## config.mk

```make
export PLATFORM = sky130hd
export DESIGN_NAME = fixed_point_accumulator
export DESIGN_NICKNAME = d
export VERILOG_FILES = /design/src/rtl/fixed_point_accumulator.sv
export SDC_FILE = /design/constraint.sdc
export NUM_CORES = 1
export LEC_CHECK = 0
export BUFFER_PORTS_ARGS = -buffer_cell sky130_fd_sc_hd__buf_2
export CAP_MARGIN = 10
export CELL_PAD_IN_SITES_DETAIL_PLACEMENT = 0
export CELL_PAD_IN_SITES_GLOBAL_PLACEMENT = 2
export CORE_UTILIZATION = 34
export DETAILED_ROUTE_END_ITERATION = 7
export GPL_TIMING_DRIVEN = 0
export PLACE_DENSITY = 0.79
export SLEW_MARGIN = 30
export SYNTH_ARGS = -nofsm -noshare
export SYNTH_HDL_FRONTEND = slang
export SYNTH_SLANG_ARGS = --single-unit
```

## constraint.sdc

```tcl
create_clock -name clk -period 4.39 [get_ports clk]
set_input_delay 0.439 -clock clk [delete_from_list [all_inputs] [get_ports clk]]
set_output_delay 0.439 -clock clk [all_outputs]
set_load 0.05 [all_outputs]
```

## src/rtl/fixed_point_accumulator.sv

```systemverilog
// Streaming sign-magnitude accumulator: sums COUNT operands per frame and emits
// the saturated sum (or rounded mean) over a valid/ready output handshake.
module fixed_point_accumulator #(
   parameter int N     = 8,
   parameter int COUNT = 4,
   parameter int AVG   = 0
) (
   input  logic         clk,
   input  logic         rst_n,
   input  logic         clear,
   input  logic         in_valid,
   output logic         in_ready,
   input  logic [N-1:0] in_data,
   output logic         out_valid,
   input  logic         out_ready,
   output logic [N-1:0] out_data,
   output logic         out_sat
);

   // Handshakes: a transfer happens on a rising edge where valid & ready are both
   // high; out_valid/out_data/out_sat stay stable until that edge.
   localparam int LG   = $clog2(COUNT);
   localparam int AW   = N + LG;
   localparam int CW   = (LG < 1) ? 1 : LG;
   localparam int MAXM = (2 ** (N - 1)) - 1;

   typedef enum logic {
      ST_ACC = 1'b0,
      ST_OUT = 1'b1
   } state_t;

   state_t state, state_next;

   logic [AW-1:0] acc;
   logic [CW-1:0] cnt;
   logic [AW-1:0] op_mag, operand, sum, sum_abs, res_mag;
   logic [N-2:0]  res_field;
   logic          res_sign, res_sat;
   logic          accept, last;

   assign in_ready = rst_n & (state == ST_ACC) & ~clear;
   assign accept   = in_valid & in_ready;
   assign last     = (cnt == CW'(COUNT - 1));

   always_comb begin
      op_mag  = AW'(in_data[N-2:0]);
      operand = in_data[N-1] ? -op_mag : op_mag;
      sum     = acc + operand;
      sum_abs = sum[AW-1] ? -sum : sum;
      // Adding COUNT/2 before the shift rounds the magnitude half away from zero.
      if (AVG != 0) res_mag = (sum_abs + AW'(COUNT / 2)) >> LG;
      else          res_mag = sum_abs;
      res_sat   = (res_mag > AW'(MAXM));
      res_field = res_sat ? '1 : res_mag[N-2:0];
      res_sign  = sum[AW-1] & (res_mag != '0);
   end

   always_comb begin
      state_next = state;
      case (state)
         ST_ACC:  if (accept && last) state_next = ST_OUT;
         ST_OUT:  if (out_ready)      state_next = ST_ACC;
         default: state_next = ST_ACC;
      endcase
   end

   always_ff @(posedge clk) begin
      if (!rst_n) state <= ST_ACC;
      else        state <= state_next;
   end

   always_ff @(posedge clk) begin
      if (!rst_n) begin
         acc       <= '0;
         cnt       <= '0;
         out_valid <= 1'b0;
         out_data  <= '0;
         out_sat   <= 1'b0;
      end else begin
         case (state)
            ST_ACC: begin
               if (clear) begin
                  acc <= '0;
                  cnt <= '0;
               end else if (accept) begin
                  acc <= sum;
                  if (last) begin
                     cnt       <= '0;
                     out_data  <= {res_sign, res_field};
                     out_sat   <= res_sat;
                     out_valid <= 1'b1;
                  end else begin
                     cnt <= cnt + 1'b1;
                  end
               end
            end
            ST_OUT: begin
               if (out_ready) begin
                  out_valid <= 1'b0;
                  acc       <= '0;
                  cnt       <= '0;
               end
            end
            default: ;
         endcase
      end
   end

endmodule

```

==> results of run 1 <==
[metal layers]
layer  vias up  share of wire [%]  global-route usage, %
li1        837                  -                      -
met5         -                  0                      0
met4         0               0.66                  1.961
met3         2                2.2                  3.315
met1       707                 54                  26.20
met2        20                 43                  26.95
[cells by family after synthesis]
group                      count (synthesis)  synth area share (%)
and+or+nand+nor                           76                 24.55
DFF                                       23                 26.72
adders and majority gates                 14                 10.60
xor gates and xnor gates                  12                 6.101
buffers and inverters                     20                 4.575
AOI/OAI and AO/OA                         68                 27.45
[final timing paths]
| path | cells past startpoint | endpoint | from |
|---|---|---|---|
| setup / recovery | 14 | out_data[7]$_SDFFE_PN0P_ | in_data[2] |
| hold / removal | 3 | out_data[1]$_SDFFE_PN0P_ | rst_n |
| setup reg to reg | 10 | out_data[7]$_SDFFE_PN0P_ | acc[0]$_SDFFE_PN0P_ |
| hold reg to reg | 2 | out_valid$_SDFFE_PN0P_ | out_valid$_SDFFE_PN0P_ |
[synth_stat cells (all sizes together) (3+ instances only)]
master  instances
nor3            5
a31oi           8
nor2            9
a22oi          10
xnor2           9
xor2            3
a211oi          4
clkbuf          9
o21ai          16
inv            10
a21oi          12
and2            3
nand3           7
and3            8
nand2          14
ha             13
or3             3
nor2b          15
nand2b          5
dfxtp          23
[through the flow]
| step | hold WS, ps | utilization [%] | power (mW) | instances |
|---|---|---|---|---|
| after floorplan | 482.4 | - | 0.3597 | 213 |
| after global placement | 439.2 | 40.05 | 0.4037 | 302 |
| after detailed placement | 443.9 | 40.05 | 0.4030 | 302 |
| after CTS | 452.5 | 41.02 | 0.5416 | 306 |
| after global routing | 471.7 | 41.02 | 0.5766 | 306 |
| final | 452.4 | 41.02 | 0.5348 | 306 |
[layout make-up]
| cell class | count | share of cell area, % |
|---|---|---|
| clock buffers | 3 | 2.103 |
| repair buffers | 22 | 5.609 |
| inverters | 10 | 1.912 |
| well taps | 67 | 4.270 |
| multi-input cells | 170 | 60.29 |
| flip-flops and latches | 23 | 23.45 |
| plain buffers | 10 | 2.103 |
| clock inverters | 1 | 0.2549 |
[state kept, by name, summed over array words and instances (netlist names)]
register / count
out_valid: 1
state: 1
out_data: 8
cnt: 2
out_sat: 1
acc: 10
[where the power goes]
| group | internal [mW] | leakage [nW] | total (mW) | switching, mW |
|---|---|---|---|---|
| combinational | 0.0734 | 0.614 | 0.182 | 0.109 |
| sequential | 0.212 | 0.186 | 0.215 | 0.00257 |
| clock | 0.0635 | 0.0255 | 0.138 | 0.0742 |
| total | 0.349 | 0.825 | 0.535 | 0.186 |
[critical path, cell delays in order]
cell and delay (ps):
sky130_fd_sc_hd__buf_2 110, sky130_fd_sc_hd__o31ai_1 430, sky130_fd_sc_hd__nand2_1 120, sky130_fd_sc_hd__xor2_1 160
sky130_fd_sc_hd__ha_1 270, sky130_fd_sc_hd__buf_4 150, sky130_fd_sc_hd__nand3_1 130, sky130_fd_sc_hd__o2111a_1 250
sky130_fd_sc_hd__or4_4 560, sky130_fd_sc_hd__a211o_1 310, sky130_fd_sc_hd__or3_4 340, sky130_fd_sc_hd__a221oi_4 420
sky130_fd_sc_hd__and3_1 220, sky130_fd_sc_hd__a31oi_1 80
==> out/qor.tcl, run 1 <==
set qor(timing.final.crit_period_ps) 3854
set qor(mostFrequentLayoutCell) {sky130_fd_sc_hd__dfxtp_1}
set qor(dp_slack_ps) 198.1
set qor(yosysSeqAreaShare_pct) 26.72
set qor(die_area_um2) 5356
set qor(min_path_type) {input pin to register}
set qor(final_setup_margin_ps) 535.5
set qor(layout_worst_path_cycle_share_pct) 87.80
set qor(floorplan.core_area_um2) 4786
set qor(syn_nets) 240
set qor(layout.filler_cells) 529
set qor(synthDominantCellAreaShare_pct) 26.72
set qor(synthesis.area_per_instance_um2) 8.089
set qor(fin_skew_ps) 6.892
set qor(fmax_mhz) 259.4
set qor(max_slew.worst_pin.slew_ps) 881.5
set qor(mostFrequentLayoutCells) {sky130_fd_sc_hd__dfxtp_1 (23), sky130_fd_sc_hd__buf_2 (22), sky130_fd_sc_hd__o21ai_0 (15), sky130_fd_sc_hd__nor2b_1 (15), sky130_fd_sc_hd__nand2_1 (14)}
set qor(timing.max_slew.rel_slack_pct) 40.48
set qor(peakVddDrop_mv) 0.1255
set qor(core.rowCount) 25
set qor(cellPowerDensity_nw_per_um2) 272.4
set qor(cts_root_buf) {sky130_fd_sc_hd__clkbuf_8}
set qor(dpl.hpwl_um) 3344
set qor(grt_overflow_total) 0
set qor(setup.worst_path.start_class) {input pin}
set qor(grt_setup_unrepaired) {false}
set qor(htree_levels) 1
set qor(finalMaxSlewViolations) 0
set qor(r2r_setup_slack_ps) 1090
set qor(post_cts.resized_instances) 0
set qor(numCtsBuffers) 3
set qor(detail_route.wirelength_um) 4217
set qor(drt-wirelength-per-cell_um) 13.78
set qor(crit_required_ps) 4550
set qor(groute.usage.overall_pct) 17.62
set qor(clk_pin_slew_worst_paths_ps) 90
set qor(setup_total_negative_slack_ps) 0
set qor(power.static_leakage_nw) 0.8253
set qor(synth.area.top_cells) {sky130_fd_sc_hd__dfxtp_1 (27%), sky130_fd_sc_hd__ha_1 (9.4%), sky130_fd_sc_hd__nor2b_1 (5.4%), sky130_fd_sc_hd__xnor2_1 (4.6%), sky130_fd_sc_hd__a22oi_1 (4.4%)}
set qor(drive_above_1_share_pct) 14.23
set qor(buffer_ports.inserted) 22
set qor(antenna_found_initial) 0
set qor(floorplan.initialDensity_pct) 36.00
set qor(die_x_um) 73.19
set qor(nNetsFinal) 267
set qor(grt_start_max_net_pins) 14
set qor(dr_total_vias) 1566
set qor(ys_ff_latch) 23
set qor(final_design_area_no_fill_um2) 1963
set qor(max-cap-violations) 0
set qor(cts_tree) {yes}
set qor(netlist-cell-type-count) 48
set qor(grt_pass1_wl_um) 7293
set qor(synthesis.area_um2) 1723
set qor(timing.critical_path.to_type) {register}
set qor(critPathKind) {input pin to register}
set qor(worst_skew_pair.late_latency_ps) 270
set qor(ys.warnings.count) 0
set qor(result_of_the_run) {finished clean}
set qor(detailedRoute.firstIterationViolations) 61
set qor(count_of_antenna_violating_nets_left_after_detailed_routing) 0
set qor(cts-hold-fix-buffers) 0
set qor(diodes) 0
set qor(synthFlopType) {sky130_fd_sc_hd__dfxtp_1}
set qor(area_growth_pct) 13.94
set qor(synth-async-reset-ratio_pct) 0
set qor(ff_latch_area_um2) 460.4
set qor(synth_enable_flop_cells) 0
set qor(total_clock_sinks) 23
set qor(finalWeightedCongestion) 0.7570
set qor(detail_route.vias_per_cell) 5.118
set qor(drt-pass1-iter-count) 4
set qor(synthesis.instances) 213
set qor(drc_errors) 0
set qor(clock_path_buffers) 2
set qor(timing.final.hold_violations) 0
set qor(first_global_vias) 1475
set qor(path_max_fanout) 9
set qor(multi_input_area_um2) 1184
set qor(placement.cell_area_um2) 1917
set qor(synth_area_leader_cell) {sky130_fd_sc_hd__dfxtp_1}
set qor(setup-violations-final) 0
set qor(die_height_um) 73.19
set qor(i_o_pin_cnt) 24
set qor(cts_setup_buffers) 0
set qor(timing.critical_path.arrival_ps) 4020
Power figures use the tool's default switching activity.
==> run 2, diff against run 1 <==
--- a/config.mk
+++ b/config.mk
@@ -9,6 +9,7 @@
 export CAP_MARGIN = 10
 export CELL_PAD_IN_SITES_DETAIL_PLACEMENT = 0
 export CELL_PAD_IN_SITES_GLOBAL_PLACEMENT = 2
+export CORE_ASPECT_RATIO = 1.1
 export CORE_UTILIZATION = 34
 export DETAILED_ROUTE_END_ITERATION = 7
 export GPL_TIMING_DRIVEN = 0
==> out/qor.tcl, run 2 (synthesized netlist as in run 1, its figures left out) <==
set qor(result_of_the_run) {finished clean}
set qor(layout_worst_path_cycle_share_pct) 88.54 ;# +0.74 points
set qor(setup-violations-final) 0 ;# unchanged
set qor(dr_total_vias) 1591 ;# +1.6%
set qor(worst_skew_pair.late_latency_ps) 260 ;# about the same
set qor(mostFrequentLayoutCells) {sky130_fd_sc_hd__dfxtp_1 (23), sky130_fd_sc_hd__buf_2 (22), sky130_fd_sc_hd__o21ai_0 (15), sky130_fd_sc_hd__nor2b_1 (15), sky130_fd_sc_hd__nand2_1 (14)}
set qor(total_clock_sinks) 23 ;# unchanged
set qor(largest_register_ff_count) 10 ;# unchanged
set qor(layout.core_utilization_pct) 41.04 ;# about the same
set qor(finalWeightedCongestion) 0.7447 ;# -1.6%
set qor(numCtsBuffers) 3 ;# unchanged
set qor(fin_skew_ps) 4.025 ;# -2.867 ps
set qor(drc_errors) 0 ;# unchanged
set qor(finalMaxSlewViolations) 0 ;# unchanged
set qor(grt_overflow_total) 0 ;# unchanged
set qor(power.static_leakage_nw) 0.8253 ;# unchanged
set qor(critical-path-slowest-cell) {sky130_fd_sc_hd__or4_4}
set qor(die_x_um) 69.87 ;# -4.5%
set qor(i_o_pin_cnt) 24 ;# unchanged
set qor(mostFrequentLayoutCell) {sky130_fd_sc_hd__dfxtp_1}
set qor(drive_above_1_share_pct) 14.23 ;# unchanged
set qor(first_global_vias) 1538 ;# +4.3%
set qor(clk_pin_slew_worst_paths_ps) 90 ;# about the same
set qor(worst_slack_on_hold_paths_ps) 460.9 ;# +8.506 ps
set qor(cts-hold-fix-buffers) 0 ;# unchanged
set qor(cts_setup_buffers) 0 ;# unchanged
set qor(timing.final.crit_period_ps) 3887 ;# +32.53 ps
set qor(max-cap-violations) 0 ;# unchanged
set qor(nNetsFinal) 267 ;# unchanged
set qor(setup.worst_path.start_class) {input pin}
set qor(setup_total_negative_slack_ps) 0 ;# unchanged
set qor(timing.max_slew.rel_slack_pct) 41.09 ;# +0.60 points
set qor(post_cts.resized_instances) 0 ;# unchanged
set qor(core.rowCount) 26 ;# +4.0%
set qor(timing.final.hold_violations) 0 ;# unchanged
set qor(detailedRoute.firstIterationViolations) 60 ;# -1.6%
set qor(cellPowerDensity_nw_per_um2) 271.6 ;# -0.31%
set qor(finalPower_mw) 0.5294 ;# -1.0%
set qor(cells_along_the_critical_path) {buf_2 -> inv_1 -> ha_1 -> nand2b_1 -> o41ai_1 -> xnor2_1 -> ha_1 -> clkbuf_1 -> nand2b_1 -> o22ai_1 -> or4_4 -> a211o_1 -> or3_4 -> a221oi_4 -> and3_1 -> a31oi_1}
set qor(placement.cell_area_um2) 1903 ;# -0.72%
set qor(groute.usage.overall_pct) 16.77 ;# -0.85 points
set qor(max_slew.worst_pin.slew_ps) 872.6 ;# -8.953 ps
set qor(peakVddDrop_mv) 0.1028 ;# -18%
set qor(fmax_mhz) 257.3 ;# -0.84%
set qor(drt-wirelength-per-cell_um) 14.19 ;# +2.9%
set qor(detail_route.vias_per_cell) 5.393 ;# +5.4%
set qor(grt_start_max_net_pins) 14 ;# unchanged
set qor(r2r_setup_slack_ps) 1070 ;# -20 ps
set qor(path_max_fanout) 10 ;# +1
set qor(buffer_ports.inserted) 22 ;# unchanged
set qor(grt_setup_unrepaired) {false}
set qor(timing.critical_path.arrival_ps) 4040 ;# +20 ps
set qor(drt-pass1-iter-count) 4 ;# unchanged
set qor(crit_path_max_incr_delay_ps) 470 ;# -90 ps
set qor(diodes) 0 ;# unchanged
set qor(die_height_um) 76.66 ;# +4.7%
set qor(critPathKind) {input pin to register}
set qor(area_growth_pct) 13.14
set qor(timing.critical_path.to_type) {register}
set qor(floorplan.initialDensity_pct) 36.28 ;# +0.28 points
set qor(cts_root_buf) {sky130_fd_sc_hd__clkbuf_8}
set qor(layout.filler_cells) 519 ;# -1.9%
set qor(floorplan.core_area_um2) 4750 ;# -0.76%
set qor(min_path_type) {input pin to register}
set qor(top_register) {acc}
set qor(reg.largest.list) {acc x10, out_data x8, cnt x2}
set qor(htree_levels) 1 ;# unchanged
set qor(detail_route.wirelength_um) 4185 ;# -0.76%
set qor(die_area_um2) 5356 ;# about the same
set qor(count_of_antenna_violating_nets_left_after_detailed_routing) 0 ;# unchanged
set qor(grt_pass1_wl_um) 7369 ;# +1.0%
set qor(antenna_found_initial) 0 ;# unchanged
set qor(clock_path_buffers) 2 ;# unchanged
set qor(final_design_area_no_fill_um2) 1949 ;# -0.70%
set qor(dpl.hpwl_um) 3289 ;# -1.7%
set qor(crit_required_ps) 4540 ;# about the same
set qor(cts_tree) {yes}
run 2: cell counts in the layout (fill, tap and decap cells not counted):
No cell type changed its count.
run 2: critical path, delay by kind of cell:
family,cells,cell delay [ps]
compound gates,5,1300
xor+xnor,1,140
fa+ha+maj,2,440
buf+inv,3,450
simple gates,5,1270
run 2: final cells by class:
class	count	area, µm²	share of cell area [%]
Tap cell	56	70.07	3.594
Sequential cell	23	460.4	23.62
Multi-Input combinational cell	170	1184	60.72
Inverter	10	37.54	1.926
Buffer	10	41.29	2.118
Clock inverter	1	5.005	0.2567
Clock buffer	3	41.29	2.118
Timing Repair Buffer	22	110.1	5.648
run 2: metrics by stage:
stage	worst slack, ps	std cells
5_1_grt	158.3	295
2_1_floorplan	710.2	213
3_5_place_dp	202.6	291
6_report	503.0	295
4_1_cts	475.5	295
3_3_place_gp	183.6	291
run 2: layer usage:
metal  wire length, µm  track usage (%)  part of all wire, %
met1              2140            23.28                   51
met2              1887            26.92                   45
met3                83            1.708                  2.0
met4                74            5.800                  1.8
met5                 0                0                    0
run 2: worst paths after layout:
path                                from                       end  cells after the start
setup / recovery              in_data[0]  out_data[7]$_SDFFE_PN0P_                     16
hold / removal                     rst_n  out_data[1]$_SDFFE_PN0P_                      3
setup reg to reg     acc[0]$_SDFFE_PN0P_  out_data[7]$_SDFFE_PN0P_                     10
hold reg to reg   out_valid$_SDFFE_PN0P_    out_valid$_SDFFE_PN0P_                      2
run 2: power by group:
| group | total (mW) | internal (mW) | switching, mW |
|---|---|---|---|
| Sequential | 0.215 | 0.212 | 0.00251 |
| Clock | 0.132 | 0.0633 | 0.0690 |
| Combinational | 0.182 | 0.0732 | 0.109 |
